===== config.mk =====
export PLATFORM = sky130hd
export DESIGN_NAME = muldiv_unit
export DESIGN_NICKNAME = d
export VERILOG_FILES = /design/src/rtl/muldiv_unit.sv
export SDC_FILE = /design/constraint.sdc
export NUM_CORES = 1
export LEC_CHECK = 0
export ABC_AREA = 1
export CAP_MARGIN = 10
export CORE_MARGIN = 2
export CORE_UTILIZATION = 50
export DETAILED_ROUTE_END_ITERATION = 10
export PLACE_DENSITY = 0.71
export SLEW_MARGIN = 5
export SYNTH_ARGS = -nofsm -noshare
export SYNTH_HDL_FRONTEND = slang
export SYNTH_SLANG_ARGS = --single-unit

===== constraint.sdc =====
create_clock -name clk_i -period 7.75 [get_ports clk_i]
set_input_delay 1.1625 -clock clk_i [delete_from_list [all_inputs] [get_ports clk_i]]
set_output_delay 1.1625 -clock clk_i [all_outputs]
set_load 0.02 [all_outputs]

===== src/rtl/muldiv_unit.sv =====
// muldiv_unit: iterative RV32M multiply/divide unit with a ready handshake.
// Shift-add multiply or restoring divide on operand magnitudes, one step per cycle.
module muldiv_unit #(
    parameter logic [7:0] OP_MUL    = 8'h40,
    parameter logic [7:0] OP_MULH   = 8'h41,
    parameter logic [7:0] OP_MULHSU = 8'h42,
    parameter logic [7:0] OP_MULHU  = 8'h43,
    parameter logic [7:0] OP_DIV    = 8'h44,
    parameter logic [7:0] OP_DIVU   = 8'h45,
    parameter logic [7:0] OP_REM    = 8'h46,
    parameter logic [7:0] OP_REMU   = 8'h47
) (
    input  logic        clk_i,
    input  logic        rst_i,
    input  logic [7:0]  inst_i,
    input  logic [31:0] reg1_data_i,
    input  logic [31:0] reg2_data_i,
    output logic [31:0] data_o,
    output logic        ready_o,
    output logic        exception_o
);
    typedef enum logic [1:0] {IDLE, BUSY, DONE} state_t;
    state_t      state;
    logic [2:0]  op;
    logic        neg;
    logic [31:0] m;
    logic [63:0] p;
    logic [5:0]  cnt;
    logic        is_md, is_div, s1, s2, div_zero, ovf;
    logic [31:0] mag1, mag2, special, dv, res;
    logic [32:0] sum;
    logic [33:0] diff;
    logic [63:0] p_nxt, prod;
    always_comb begin
        is_md    = inst_i == OP_MUL || inst_i == OP_MULH || inst_i == OP_MULHSU || inst_i == OP_MULHU ||
                   inst_i == OP_DIV || inst_i == OP_DIVU || inst_i == OP_REM || inst_i == OP_REMU;
        is_div   = inst_i == OP_DIV || inst_i == OP_DIVU || inst_i == OP_REM || inst_i == OP_REMU;
        s1       = reg1_data_i[31] & (inst_i == OP_MUL || inst_i == OP_MULH || inst_i == OP_MULHSU ||
                                      inst_i == OP_DIV || inst_i == OP_REM);
        s2       = reg2_data_i[31] & (inst_i == OP_MUL || inst_i == OP_MULH ||
                                      inst_i == OP_DIV || inst_i == OP_REM);
        mag1     = s1 ? -reg1_data_i : reg1_data_i;
        mag2     = s2 ? -reg2_data_i : reg2_data_i;
        div_zero = is_div && reg2_data_i == 32'd0;
        ovf      = (inst_i == OP_DIV || inst_i == OP_REM) && reg1_data_i == 32'h8000_0000 && reg2_data_i == 32'hFFFF_FFFF;
        special  = div_zero ? ((inst_i == OP_REM || inst_i == OP_REMU) ? reg1_data_i : 32'hFFFF_FFFF)
                            : (inst_i == OP_REM ? 32'd0 : 32'h8000_0000);
        // op[2] selects divide; divide p is {remainder, quotient}, multiply p is {partial high, multiplier}
        sum      = {1'b0, p[63:32]} + (p[0] ? {1'b0, m} : 33'd0);
        diff     = {1'b0, p[63:31]} - {2'b00, m};
        p_nxt    = op[2] ? (diff[33] ? {p[62:0], 1'b0} : {diff[31:0], p[30:0], 1'b1}) : {sum, p[31:1]};
        prod     = neg ? -p_nxt : p_nxt;
        dv       = op[1] ? p_nxt[63:32] : p_nxt[31:0];
        res      = op[2] ? (neg ? -dv : dv) : (op[1:0] == 2'b00 ? prod[31:0] : prod[63:32]);
        ready_o  = state == IDLE ? !is_md : state == DONE;
    end
    always_ff @(posedge clk_i or negedge rst_i) begin
        if (!rst_i) begin
            state       <= IDLE;
            op          <= 3'd0;
            neg         <= 1'b0;
            m           <= 32'd0;
            p           <= 64'd0;
            cnt         <= 6'd0;
            data_o      <= 32'd0;
            exception_o <= 1'b0;
        end else if (state == IDLE) begin
            if (is_md) begin
                op  <= inst_i[2:0];
                neg <= (inst_i == OP_REM) ? s1 : s1 ^ s2;
                m   <= is_div ? mag2 : mag1;
                p   <= {32'd0, is_div ? mag1 : mag2};
                cnt <= 6'd32;
                if (div_zero || ovf) begin
                    data_o      <= special;
                    exception_o <= div_zero;
                    state       <= DONE;
                end else begin
                    state <= BUSY;
                end
            end
        end else if (state == BUSY) begin
            p   <= p_nxt;
            cnt <= cnt - 6'd1;
            if (cnt == 6'd1) begin
                data_o <= res;
                state  <= DONE;
            end
        end else begin
            exception_o <= 1'b0;
            state       <= IDLE;
        end
    end
endmodule


==> impl_metrics.py <==
metrics = {
    "logic_synthesis": {
        "syn_area_um2": 18700,
        "yosysTopAreaCellShare": 0.1887,
        "synth_top_area_cell": "dfrtp_1",
        "yosysWarnings": 0,
        "synth_area_leaders": "dfrtp_1, nand2_1, inv_1",
        "syn_area_per_cell_um2": 5.783,
        "yosys.area_share.simple": 0.4191,
        "synth_compound_area_frac": 0.1691,
        "async_flop_share": 1.000,
        "syn_nets": 3381,
        "synthCells": 3234,
        "ys_types": 59,
        "synth_enable_flop_cells": 0,
        "synth_common_cells": "nand2_1, inv_1, nor2_1, nand3_1, o21ai_0",
        "seq_area_frac_synth": 0.1887,
        "muxShareOfSynthArea": 0.0006021,
        "synth-seq-cells": 141,
        "synthMostInstantiatedCell": "nand2_1",
        "synthFlopType": "dfrtp_1",
        "synth_xor_area_frac": 0.04870,
        "synth_adder_area_share": 0.04964,
        "synth_top_family_by_area": "simple AND/OR/NAND/NOR gates",
    },
    "sta": {
        "fin_skew_ns": 0.009064,
        "fmax_ghz": 0.1848,
        "rsz0062_at_grt": "no",
        "max_slew.worst_pin.slew_ns": 1.229,
        "period_minus_slack_ns": 5.412,
        "setup_viol": 0,
        "fin_tns_setup_ns": 0,
        "period_share": 0.6983,
        "relSlewSlack": 0.1796,
        "finalHoldViolations": 0,
        "drv_slew": 0,
    },
    "clock_network": {
        "cts_buffers": 17,
        "cts.htree.levels": 4,
        "root_buffer": "clkbuf_16",
        "clkSlewWorstSetupHoldPaths_ns": 0.07,
        "insertion_delay_ns": 0.46,
        "cts_tree": "yes",
        "hold_buffers": 0,
        "clock_path_buffers": 2,
        "cts_num_sinks": 141,
        "post_cts_buffers": 0,
        "cts_resized": 0,
    },
    "final_layout": {
        "nFillCells": 3775,
        "diodes": 0,
        "area_delta_synth_final_pct": 9.794,
        "drive_gt1_frac": 0.06795,
        "final_nets": 3401,
    },
    "detailed_routing": {
        "met3_length_um": 9780,
        "vias": 22790,
        "highest_layer": "met5",
        "viasPerCell": 6.101,
        "drc_errors": 0,
        "wl_met1_um": 33570,
        "ant_nets": 0,
        "wl_met2_um": 36310,
        "detail_route.wl_per_cell_um": 23.05,
        "drt-initial-drc-count": 2708,
        "firstDrtPassIters": 9,
        "drt_wl_total_um": 86110,
    },
    "worst_setup_path": {
        "endpoint_kind": "register",
        "cpPeakStageDelay_ns": 0.62,
        "cp_common_cell": "nand2_1",
        "critical_path_class": "register to register",
        "cpMaxStageDelayCell": "nor2_4",
        "cp_max_fo": 20,
        "crit_path_start_kind": "register",
        "cp.arrival_ns": 5.74,
        "cp.required_ns": 8.08,
    },
    "global_routing": {
        "grt_max_degree": 77,
        "grt_pass1_vias": 21280,
        "grtUsageTotal": 0.4467,
        "antenna_found_initial": 1,
        "grt_overflow": 0,
        "grt_pass1_wl_um": 130300,
    },
    "placed_design": {
        "post-dp-hpwl_um": 68000,
        "io_buffers": 107,
        "place_congestion": 1.082,
    },
    "die": {
        "dieHeight_um": 197.4,
        "die_width_um": 197.4,
        "fp-row-count": 70,
        "core_um2": 36700,
        "initial_core_util": 0.5096,
        "pin_count": 108,
        "dieArea_um2": 38970,
    },
    "status": {
        "status": "finished, final reports clean",
    },
    "job": {
        "maxCapViolations": 0,
    },
    "min_path": {
        "hold_path_class": "register to register",
    },
}
[placed cells by master (no fill, tap or decap), drive strengths merged, types with 15 or more instances in the layout]
cell / n
o21bai: 20
nor2: 355
buf: 23
o211ai: 20
o22ai: 53
xor2: 84
or2: 17
a21oi: 197
o21ai: 221
ha: 71
nand3: 306
dfrtp: 141
clkbuf: 20
a31oi: 15
xnor2: 20
inv: 444
nand4: 61
nor3: 34
clkdlybuf4s50: 106
nand2: 971
[layout make-up]
class                           count  area (um^2)  share of cell area
Multi-Input combinational cell   2518        12880              0.6270
Inverter                          447         1678             0.08171
Clock buffer                       20        436.7             0.02126
Tap cell                          468        585.6             0.02852
Sequential cell                   141         3533              0.1721
Clock inverter                     12        187.7            0.009140
Timing Repair Buffer              129         1237             0.06026
[path summary, 6_finish.rpt]
check | startpoint | to | slack [ns] | cells past startpoint
setup / recovery | m[20] | data_o[22] | 2.34 | 29
hold / removal | p[8] | p[8] | 0.53 | 2
setup reg to reg | m[20] | data_o[22] | 2.34 | 29
hold reg to reg | p[8] | p[8] | 0.53 | 2
max in group asynchronous | rst_i | neg | 5.48 | 2
min in group asynchronous | rst_i | p[46] | 0.71 | 1
[cell families (layout without fill, tap and decap cells)]
logic type | Yosys count | count (layout)
compound gates | 560 | 560
xor+xnor | 104 | 104
fa+ha+maj | 73 | 73
buf+inv | 575 | 608
flops | 141 | 141
mux | 1 | 1
simple gates | 1780 | 1780
[critical path: cells and delay by family (launching register included)]
family	cells	cell delay, ns
buffers and inverters	4	0.40
and+or+nand+nor	18	2.93
AOI/OAI and AO/OA	5	0.99
adders and majority gates	2	0.55
DFF	1	0.39
[registers in the layout, summed over array words and instances (netlist names)]
register	flops
cnt	6
neg	1
op	3
data_o	32
m	32
state	2
exception_o	1
p	64
[per-stage QoR]
| step | util | setup WS [ns] | std cells | hold slack (ns) | instance area, um^2 |
|---|---|---|---|---|---|
| 2_1_floorplan | - | 4.169 | 3234 | 0.4540 | 18700 |
| 3_3_place_gp | 0.5426 | 2.619 | 3703 | 0.4817 | 19910 |
| 3_5_place_dp | 0.5426 | 2.474 | 3703 | 0.5156 | 19910 |
| 4_1_cts | 0.5596 | 2.625 | 3735 | 0.5307 | 20530 |
| 5_1_grt | 0.5596 | 2.144 | 3735 | 0.5520 | 20530 |
| 6_report | 0.5596 | 2.338 | 3735 | 0.5339 | 20530 |
[metal layers]
layer,up-vias,global-route usage
met5,-,0
met4,2,0.2899
met3,278,0.1193
met2,1444,0.6711
met1,10550,0.5649
li1,10520,-
Power is not shown: default switching activity piles up to over one toggle a cycle in this logic, so the estimate is an artifact.
